**src/rtl/sprite_load_if.sv**
```systemverilog
// sprite_load_if: valid/ready teleport request carrying the target sprite position.
interface sprite_load_if;
  logic        load_valid_in;
  logic [10:0] load_x_in;
  logic [9:0]  load_y_in;
  logic        load_ready_out;
  modport master (output load_valid_in, load_x_in, load_y_in, input load_ready_out);
  modport slave (input load_valid_in, load_x_in, load_y_in, output load_ready_out);
endinterface

```
**src/rtl/sprite_mover.sv**
```systemverilog
// sprite_mover: per-frame sprite position update that bounces off the screen edges, with a teleport load port.
// Define SPRITE_WRAP_EN to make the axes wrap around the screen instead of bouncing.
module sprite_mover #(
  parameter int SCREEN_W  = 1280,
  parameter int SCREEN_H  = 720,
  parameter int WIDTH     = 256,
  parameter int HEIGHT    = 256,
  parameter int SPEED_X   = 2,
  parameter int SPEED_Y   = 1,
  parameter int INIT_X    = 0,
  parameter int INIT_Y    = 0,
  parameter int FRAME_DIV = 1
) (
  input  logic         pixel_clk_in,
  input  logic         rst_n_in,
  input  logic         new_frame_in,
  input  logic         run_in,
  sprite_load_if.slave load,
  output logic [10:0]  x_out,
  output logic [9:0]   y_out,
  output logic         dir_x_out,
  output logic         dir_y_out,
  output logic         bounce_out
);
  localparam logic signed [11:0] MAX_X = 12'(SCREEN_W - WIDTH);
  localparam logic signed [10:0] MAX_Y = 11'(SCREEN_H - HEIGHT);
  localparam logic signed [11:0] SPD_X = 12'(SPEED_X);
  localparam logic signed [10:0] SPD_Y = 11'(SPEED_Y);
  localparam logic [7:0] DIV_LAST = 8'(FRAME_DIV - 1);
  typedef enum logic [1:0] {IDLE, STEP_X, STEP_Y, COMMIT} state_t;
  state_t state;
  logic [7:0] div;
  logic [10:0] nx_q, clamp_x;
  logic [9:0] ny_q, clamp_y;
  logic ndx_q, ndy_q, hit_x_q, hit_y_q;
  logic signed [11:0] sx, nx;
  logic signed [10:0] sy, ny;
  logic hit_x, hit_y, ndx, ndy;
  assign sx = dir_x_out ? $signed({1'b0, x_out}) - SPD_X : $signed({1'b0, x_out}) + SPD_X;
  assign sy = dir_y_out ? $signed({1'b0, y_out}) - SPD_Y : $signed({1'b0, y_out}) + SPD_Y;
`ifdef SPRITE_WRAP_EN
  assign hit_x = sx > MAX_X || sx < 12'sd0;
  assign nx = sx > MAX_X ? sx - MAX_X - 12'sd1 : sx < 12'sd0 ? sx + MAX_X + 12'sd1 : sx;
  assign ndx = dir_x_out;
  assign hit_y = sy > MAX_Y || sy < 11'sd0;
  assign ny = sy > MAX_Y ? sy - MAX_Y - 11'sd1 : sy < 11'sd0 ? sy + MAX_Y + 11'sd1 : sy;
  assign ndy = dir_y_out;
`else
  assign hit_x = dir_x_out ? sx <= 12'sd0 : sx >= MAX_X;
  assign nx = hit_x ? (dir_x_out ? 12'sd0 : MAX_X) : sx;
  assign ndx = dir_x_out ^ hit_x;
  assign hit_y = dir_y_out ? sy <= 11'sd0 : sy >= MAX_Y;
  assign ny = hit_y ? (dir_y_out ? 11'sd0 : MAX_Y) : sy;
  assign ndy = dir_y_out ^ hit_y;
`endif
  assign clamp_x = load.load_x_in > 11'(MAX_X) ? 11'(MAX_X) : load.load_x_in;
  assign clamp_y = load.load_y_in > 10'(MAX_Y) ? 10'(MAX_Y) : load.load_y_in;
  assign load.load_ready_out = state == IDLE;
  always_ff @(posedge pixel_clk_in or negedge rst_n_in) begin
    if (!rst_n_in) begin
      state <= IDLE;
      div <= '0;
      x_out <= 11'(INIT_X);
      y_out <= 10'(INIT_Y);
      dir_x_out <= 1'b0;
      dir_y_out <= 1'b0;
      bounce_out <= 1'b0;
      nx_q <= '0;
      ny_q <= '0;
      ndx_q <= 1'b0;
      ndy_q <= 1'b0;
      hit_x_q <= 1'b0;
      hit_y_q <= 1'b0;
    end else begin
      bounce_out <= 1'b0;
      case (state)
        IDLE: begin
          if (new_frame_in) div <= div == DIV_LAST ? '0 : div + 8'd1;
          // a pending load takes priority over a due step in the same cycle
          if (load.load_valid_in) begin
            x_out <= clamp_x;
            y_out <= clamp_y;
          end else if (new_frame_in && run_in && div == DIV_LAST) state <= STEP_X;
        end
        STEP_X: begin
          nx_q <= 11'(nx);
          ndx_q <= ndx;
          hit_x_q <= hit_x;
          state <= STEP_Y;
        end
        STEP_Y: begin
          ny_q <= 10'(ny);
          ndy_q <= ndy;
          hit_y_q <= hit_y;
          state <= COMMIT;
        end
        COMMIT: begin
          x_out <= nx_q;
          y_out <= ny_q;
          dir_x_out <= ndx_q;
          dir_y_out <= ndy_q;
          bounce_out <= hit_x_q | hit_y_q;
          state <= IDLE;
        end
        default: state <= IDLE;
      endcase
    end
  end
endmodule

```
**src/flat_wrapper.sv**
```systemverilog
// flat-port wrapper written by rule: the top's interface ports become plain ports
module sprite_mover_flat 
#(
  parameter int SCREEN_W  = 1280,
  parameter int SCREEN_H  = 720,
  parameter int WIDTH     = 256,
  parameter int HEIGHT    = 256,
  parameter int SPEED_X   = 2,
  parameter int SPEED_Y   = 1,
  parameter int INIT_X    = 0,
  parameter int INIT_Y    = 0,
  parameter int FRAME_DIV = 1
)
  (pixel_clk_in, rst_n_in, new_frame_in, run_in, x_out, y_out, dir_x_out, dir_y_out, bounce_out, load_load_valid_in, load_load_x_in, load_load_y_in, load_load_ready_out);
  sprite_load_if load_i ();
  input  logic pixel_clk_in;
  input  logic rst_n_in;
  input  logic new_frame_in;
  input  logic run_in;
  output logic [10:0] x_out;
  output logic [9:0] y_out;
  output logic dir_x_out;
  output logic dir_y_out;
  output logic bounce_out;
  input wire logic [$bits(load_i.load_valid_in)-1:0] load_load_valid_in;
  input wire logic [$bits(load_i.load_x_in)-1:0] load_load_x_in;
  input wire logic [$bits(load_i.load_y_in)-1:0] load_load_y_in;
  output wire logic [$bits(load_i.load_ready_out)-1:0] load_load_ready_out;
  assign load_i.load_valid_in = load_load_valid_in;
  assign load_i.load_x_in = load_load_x_in;
  assign load_i.load_y_in = load_load_y_in;
  assign load_load_ready_out = load_i.load_ready_out;
  sprite_mover #(.SCREEN_W(SCREEN_W), .SCREEN_H(SCREEN_H), .WIDTH(WIDTH), .HEIGHT(HEIGHT), .SPEED_X(SPEED_X), .SPEED_Y(SPEED_Y), .INIT_X(INIT_X), .INIT_Y(INIT_Y), .FRAME_DIV(FRAME_DIV)) u_core (.pixel_clk_in(pixel_clk_in), .rst_n_in(rst_n_in), .new_frame_in(new_frame_in), .run_in(run_in), .load(load_i), .x_out(x_out), .y_out(y_out), .dir_x_out(dir_x_out), .dir_y_out(dir_y_out), .bounce_out(bounce_out));
endmodule
```
**config.mk**
```make
export PLATFORM = sky130hd
export DESIGN_NAME = sprite_mover_flat
export DESIGN_NICKNAME = d
export VERILOG_FILES = /design/src/rtl/sprite_load_if.sv /design/src/rtl/sprite_mover.sv /design/src/flat_wrapper.sv
export SDC_FILE = /design/constraint.sdc
export NUM_CORES = 1
export LEC_CHECK = 0
export BUFFER_PORTS_ARGS = -buffer_cell sky130_fd_sc_hd__buf_2
export CORE_UTILIZATION = 53
export CTS_CLUSTER_SIZE = 8
export DETAILED_ROUTE_END_ITERATION = 10
export PLACE_DENSITY = 0.8
export REMOVE_ABC_BUFFERS = 1
export SKIP_LAST_GASP = 1
export SYNTH_ARGS = -nofsm -noshare
export SYNTH_HDL_FRONTEND = slang
export SYNTH_SLANG_ARGS = --single-unit
```
**constraint.sdc**
```tcl
create_clock -name pixel_clk_in -period 2.7 [get_ports pixel_clk_in]
set_clock_uncertainty 0.05 [all_clocks]
set_input_delay 0.405 -clock pixel_clk_in [delete_from_list [all_inputs] [get_ports pixel_clk_in]]
set_output_delay 0.405 -clock pixel_clk_in [all_outputs]
set_load 0.01 [all_outputs]
```
==> impl_metrics.py, run 1 <==
metrics = {
    "sta": {
        "fmax_mhz": 365,
        "hold_viol": 0,
        "final_max_slew_viol_count": 0,
        "whs_ps": 92.4,
        "finalWorstSetupSlack_ps": -39.4,
        "finalCritPeriodShare": 1.01,
        "grt_setup_unrepaired": "true",
        "worst_pin_slew_ps": 807,
        "relSlewSlack": 0.462,
        "setup_viol": 7,
        "finalCriticalPeriod_ps": 2740,
    },
    "yosys": {
        "ys_seq_area_frac": 0.387,
        "yosys-top-cells-area": "dfrtp_1 39%, ha_1 8.2%, o21ai_0 4.7%",
        "netlist_area_um2": 3820,
        "synth-seq-cells": 59,
        "ys_types": 67,
        "synthAdderAreaFrac": 0.0925,
        "yosys_warnings": 0,
        "synth.largest_area_cell": "dfrtp_1",
        "synth_top_family_by_area": "compound AO/OA/AOI/OAI gates",
        "synth_cells": 419,
        "synth_edf_count": 0,
        "synthXorXnorAreaFrac": 0.0318,
        "muxShareOfSynthArea": 0.0351,
        "ys_async_sr_fraction": 1.00,
        "synthSimpleGateAreaFrac": 0.175,
        "synth_top_area_frac": 0.387,
        "synthFlopType": "dfrtp_1",
        "syn_area_per_cell_um2": 9.11,
        "synth_compound_area_frac": 0.239,
    },
    "worst_setup_path": {
        "crit_fanout": 7,
        "r2r_start": "u_core.dir_y_out",
        "r2r_cells": 10,
        "crit_path_end_kind": "flip-flop",
        "crit_type": "flip-flop to flip-flop",
        "ff2ff_setup_slack_ps": -40,
        "cp_data_arrival_time_ps": 2900,
        "crit_path_start_kind": "flip-flop",
        "critPathLaunch": "u_core.dir_y_out",
        "critical_path_required_ps": 2860,
        "timing.rr.end": "u_core.ny_q[2]",
    },
    "status": {
        "status": "finished with violations",
        "violations": "negative setup slack",
    },
    "global_route": {
        "grt_max_degree": 36,
        "grt_pass1_vias": 3173,
        "track_usage": 0.267,
        "antenna_found_initial": 0,
        "overflow": 0,
        "grt_pass1_wl_mm": 15.2,
    },
    "pwr": {
        "power.share.clock": 0.107,
        "swShare": 0.488,
        "ir_drop_uv": 784,
        "p_per_area_nw_per_um2": 1410,
        "p_seq_frac": 0.240,
        "finalPower_mw": 6.54,
        "power_frac_comb": 0.653,
        "p_int_mw": 3.35,
        "leakagePower_nw": 2.12,
        "p_sw_mw": 3.19,
    },
    "clock_tree": {
        "path_clk_slew_ps": 70,
        "cts_max_level": 3,
        "cts_root_buf": "clkbuf_8",
        "numCtsBuffers": 9,
        "cts_sinks": 59,
        "hold_buffers": 0,
        "cts_max_path_buffers": 2,
        "clock_latency_ps": 340,
        "cts_tree": "done",
    },
    "final_layout": {
        "final_common_cell": "dfrtp_1",
        "multi_input_area_um2": 2370,
        "nets": 543,
        "fillerInstances": 550,
        "seqCellArea_um2": 1480,
        "syn2layout_area_growth_pct": 22.0,
        "layout_common_cells": "57 x dfrtp_1, 51 x buf_2, 48 x nor2_1, 43 x nand2_1, 32 x o21ai_0",
        "diodes": 0,
        "drive_gt1_frac": 0.277,
    },
    "job": {
        "timing.max_cap.violations": 0,
    },
    "placement": {
        "preCtsSetupSlack_ps": -98.8,
        "routabilityCongestion": 0.912,
        "dpl.hpwl_mm": 6.81,
        "io_buffers": 50,
    },
    "drt": {
        "vias_per_cell": 5.89,
        "drt_iter0_markers": 250,
        "dr.pass1.iters": 5,
        "vias": 3482,
        "wl_mm": 9.71,
        "drc": 0,
        "post_drt_wl_per_cell_um": 16.4,
        "ant_nets": 0,
    },
    "floorplan": {
        "die_width_um": 86.9,
        "die_area_um2": 7540,
        "die_h_um": 86.9,
        "fp-row-count": 30,
        "io_pins": 51,
        "initial_core_util": 0.556,
        "core-area_um2": 6870,
    },
    "worst_hold_path": {
        "hp-class": "input port to asynchronous set/reset pin",
    },
}
how the worst max path moves through the flow:
stage / slack, ps / endpoint / cells after the start
5_1_grt: -130 / u_core.ny_q[2] / 9
3_5_place_dp: -100 / u_core.ny_q[2] / 8
4_1_cts: 7 / u_core.ny_q[2] / 9
6_report: -40 / u_core.ny_q[2] / 10
3_3_place_gp: -20 / u_core.ny_q[2] / 8
2_1_floorplan: -830 / u_core.y_out[5] / 3
through the flow:
| step | TNS (ps) | instances | cell area [µm²] | utilization |
|---|---|---|---|---|
| global placement | -47.7 | 570 | 4270 | 0.622 |
| global route | -1020 | 591 | 4650 | 0.678 |
| finish | -184 | 591 | 4650 | 0.678 |
| CTS | 0 | 586 | 4480 | 0.653 |
| floorplan | -15570 | 403 | 3740 | - |
| detailed placement | -637 | 570 | 4270 | 0.622 |
power groups by stage:
stage / Clock, mW / Combinational, mW / Sequential [mW]
floorplan: 0 / 2.57 / 1.59
global placement: 0 / 3.61 / 1.56
detailed placement: 0 / 3.71 / 1.57
CTS: 0.710 / 3.84 / 1.56
global route: 0.756 / 4.67 / 1.61
finish: 0.700 / 4.27 / 1.57
worst max-delay path, stage by stage (launching register included):
cell,delay (ps)
dfrtp_2,470
buf_4,160
fa_2,370
a211oi_4,330
buf_4,160
or4_4,120
nand4_4,120
nor4_4,330
and4_4,260
o31a_4,180
a211oi_2,50
state kept, by name, indices dropped and copies added (netlist names):
| name | count |
|---|---|
| u_core.bounce_out | 1 |
| u_core.dir_x_out | 1 |
| u_core.dir_y_out | 1 |
| u_core.div | 8 |
| u_core.hit_x_q | 1 |
| u_core.hit_y_q | 1 |
| u_core.ndx_q | 1 |
| u_core.ndy_q | 1 |
| u_core.nx_q | 11 |
| u_core.ny_q | 10 |
| u_core.state | 2 |
| u_core.x_out | 11 |
| u_core.y_out | 10 |
Yosys cell counts, drive strengths merged (2+ instances only):
cell and number:
a211o 2, a211oi 6, a21boi 4, a21o 3
a21oi 31, a22oi 9, a32o 2, and3 4
and3b 3, buf 5, clkbuf 11, dfrtp 59
fa 2, ha 25, inv 19, mux2 3
mux2i 10, nand2 43, nand2b 2, nand3 15
nand4 3, nor2 48, nor3 3, nor3b 6
nor4 5, o2111ai 3, o211ai 6, o21a 4
o21ai 39, o21bai 3, o22a 2, o31ai 4
or3 2, or4 2, xnor2 8, xor2 5
logic make-up (layout without fill, tap and decap cells):
family                     count (synthesis)  count (layout)
xor gates and xnor gates                  13              13
AOI/OAI and AO/OA                        131             132
muxes                                     13              13
and+or+nand+nor                          140             140
adders and majority gates                 27              27
DFF                                       59              59
buffers and inverters                     36             111
routing by layer:
metal  global-route usage  routed length [µm]  vias up
met3               0.0588                 499       20
met1                0.367                4470     1663
met4                0.103                 220        0
met2                0.414                4520      126
li1                     -                   -     1673
met5                    0                   0        -
repair_timing:
item | 4_1_cts | 5_1_grt
gates resized for setup | 9 | 28
gates cloned | 0 | 1
pin swaps | 1 | 8
endpoints found under the setup margin | 17 | 23
endpoints found under the hold margin | 0 | 0
setup buffers | 0 | 4
final cells by class:
cell class | instances | area share
multi-input cells | 325 | 0.510
flip-flops and latches | 59 | 0.318
repair buffers | 75 | 0.0944
clock buffers | 9 | 0.0266
well taps | 96 | 0.0258
inverters | 20 | 0.0161
clock inverters | 7 | 0.00968
(Power assumes the default switching activity.)
==> run 2, diff against run 1 <==
CORE_ASPECT_RATIO = 1.75   (was not set)
CORE_UTILIZATION = 25   (was 53)
PLACE_DENSITY = 0.45   (was 0.8)
SETUP_SLACK_MARGIN = 0.5   (was not set)
==> run 2 against run 1 <==
  * The flow now finishes without violations
  * Highest routed layer unchanged
  * Register-to-register slack better by 140 ps
  * Total power is 24% higher
  * Die area increased by 110%
  * Critical path type unchanged
==> impl_metrics.py, run 2 (synthesis gave the netlist of run 1 again) <==
metrics = {
    "global_route": {
        "overflow": 0,
        "grt_pass1_vias": 3683,
        "track_usage": 0.153,
        "antenna_found_initial": 0,
        "grt_max_degree": 60,
        "grt_pass1_wl_mm": 18.2,
    },
    "drt": {
        "wl_mm": 11.2,
        "post_drt_wl_per_cell_um": 16.0,
        "drt_iter0_markers": 106,
        "ant_nets": 0,
        "vias": 3519,
        "drc": 0,
        "dr.pass1.iters": 5,
        "vias_per_cell": 5.01,
    },
    "floorplan": {
        "initial_core_util": 0.256,
        "core-area_um2": 14900,
        "fp-row-count": 59,
        "die_h_um": 165,
        "io_pins": 51,
        "die_area_um2": 15800,
        "die_width_um": 95.4,
    },
    "final_layout": {
        "multi_input_area_um2": 2660,
        "final_common_cell": "dfrtp_1",
        "layout_common_cells": "56 x dfrtp_1, 50 x buf_2, 46 x buf_4, 42 x nand2_1, 39 x nor2_1",
        "reg_top3": "u_core.nx_q (11), u_core.x_out (11)",
        "drive_gt1_frac": 0.390,
        "nets": 569,
        "syn2layout_area_growth_pct": 41.7,
        "final_cells": 703,
        "fillerInstances": 1535,
        "diodes": 0,
        "seqCellArea_um2": 1480,
        "fin_util": 0.363,
    },
    "clock_tree": {
        "clock_latency_ps": 330,
        "cts_root_buf": "clkbuf_16",
        "cts_tree": "done",
        "numCtsBuffers": 9,
        "cts_sinks": 59,
        "cts_max_level": 3,
        "path_clk_slew_ps": 60,
        "cts_max_path_buffers": 2,
        "hold_buffers": 0,
    },
    "placement": {
        "io_buffers": 50,
        "routabilityCongestion": 0.847,
        "place_inst": 680,
        "dpl.hpwl_mm": 8.19,
    },
    "pwr": {
        "p_per_area_nw_per_um2": 1510,
        "finalPower_mw": 8.14,
        "leakagePower_nw": 2.34,
        "ir_drop_uv": 602,
    },
    "sta": {
        "final_max_slew_viol_count": 0,
        "worst_pin_slew_ps": 760,
        "finalCritPeriodShare": 0.962,
        "fmax_mhz": 385,
        "grt_setup_unrepaired": "true",
        "finalCriticalPeriod_ps": 2600,
        "setup_viol": 0,
        "hold_viol": 0,
        "relSlewSlack": 0.493,
    },
    "worst_hold_path": {
        "hp-class": "input port to asynchronous set/reset pin",
    },
    "worst_setup_path": {
        "crit_path_end_kind": "flip-flop",
        "crit_fanout": 8,
        "critical_path_required_ps": 2860,
        "crit_path_start_kind": "flip-flop",
        "crit_type": "flip-flop to flip-flop",
        "cp_data_arrival_time_ps": 2750,
    },
    "status": {
        "status": "completed",
    },
    "job": {
        "timing.max_cap.violations": 0,
    },
}
==> run 2: area by class of cell <==
| type | instances | share of cell area |
|---|---|---|
| Inverter | 20 | 0.0139 |
| Tap cell | 183 | 0.0423 |
| Timing Repair Buffer | 101 | 0.124 |
| Multi-Input combinational cell | 325 | 0.491 |
| Clock buffer | 13 | 0.0481 |
| Clock inverter | 2 | 0.00648 |
| Sequential cell | 59 | 0.274 |
==> run 2: worst paths after layout <==
| path | startpoint | end | slack [ps] | depth (start not counted) |
|---|---|---|---|---|
| max in group asynchronous | rst_n_in | u_core.dir_x_out | 2270 | 2 |
| min in group pixel_clk_in | load_load_x_in[8] | u_core.x_out[8] | 340 | 3 |
| min reg2reg | u_core.div[7] | u_core.div[7] | 430 | 1 |
| min | rst_n_in | u_core.y_out[1] | 30 | 2 |
| max | u_core.dir_x_out | u_core.nx_q[3] | 100 | 8 |
| max reg2reg | u_core.dir_x_out | u_core.nx_q[3] | 100 | 8 |
==> run 2: stage by stage <==
| step | hold slack, ps | TNS [ps] | setup slack, ps | area [µm²] |
|---|---|---|---|---|
| final | 29.8 | 0 | 102 | 5410 |
| after detailed placement | 396 | -795 | -101 | 4580 |
| after global placement | 393 | -347 | -44.4 | 4580 |
| after CTS | 44.1 | 0 | 127 | 5140 |
| after global routing | 69.2 | -1.75 | -1.75 | 5410 |
| after floorplan | 59.4 | -15570 | -835 | 3740 |
==> run 2: critical path: stages (launching register included) <==
cell	delay [ps]
dfrtp_2	510
fa_2	410
a21oi_4	160
o22ai_2	120
or3_4	360
a2111oi_4	300
o2111a_2	280
o221a_4	240
a211oi_2	50
==> run 2: repair_timing <==
action / 4_1_cts / 5_1_grt
setup endpoints to repair: 25 / 25
cloned: 1 / 0
hold endpoints to repair: 0 / 0
pin swaps: 22 / 21
setup buffers: 4 / 3
gates resized for setup: 48 / 47
==> run 2: routing by layer <==
| layer | track usage | vias to the layer above | wire (µm) |
|---|---|---|---|
| li1 | - | 1724 | - |
| met1 | 0.158 | 1712 | 4320 |
| met2 | 0.293 | 64 | 6330 |
| met3 | 0.0243 | 19 | 282 |
| met4 | 0.0692 | 0 | 295 |
| met5 | 0 | - | 0 |
==> run 2: power breakdown <==
part / internal (mW) / leakage, nW / switching [mW]
registers: 1.26 / 0.751 / 0.352
logic: 2.52 / 1.45 / 2.84
clock network: 0.759 / 0.146 / 0.409
total: 4.54 / 2.34 / 3.60
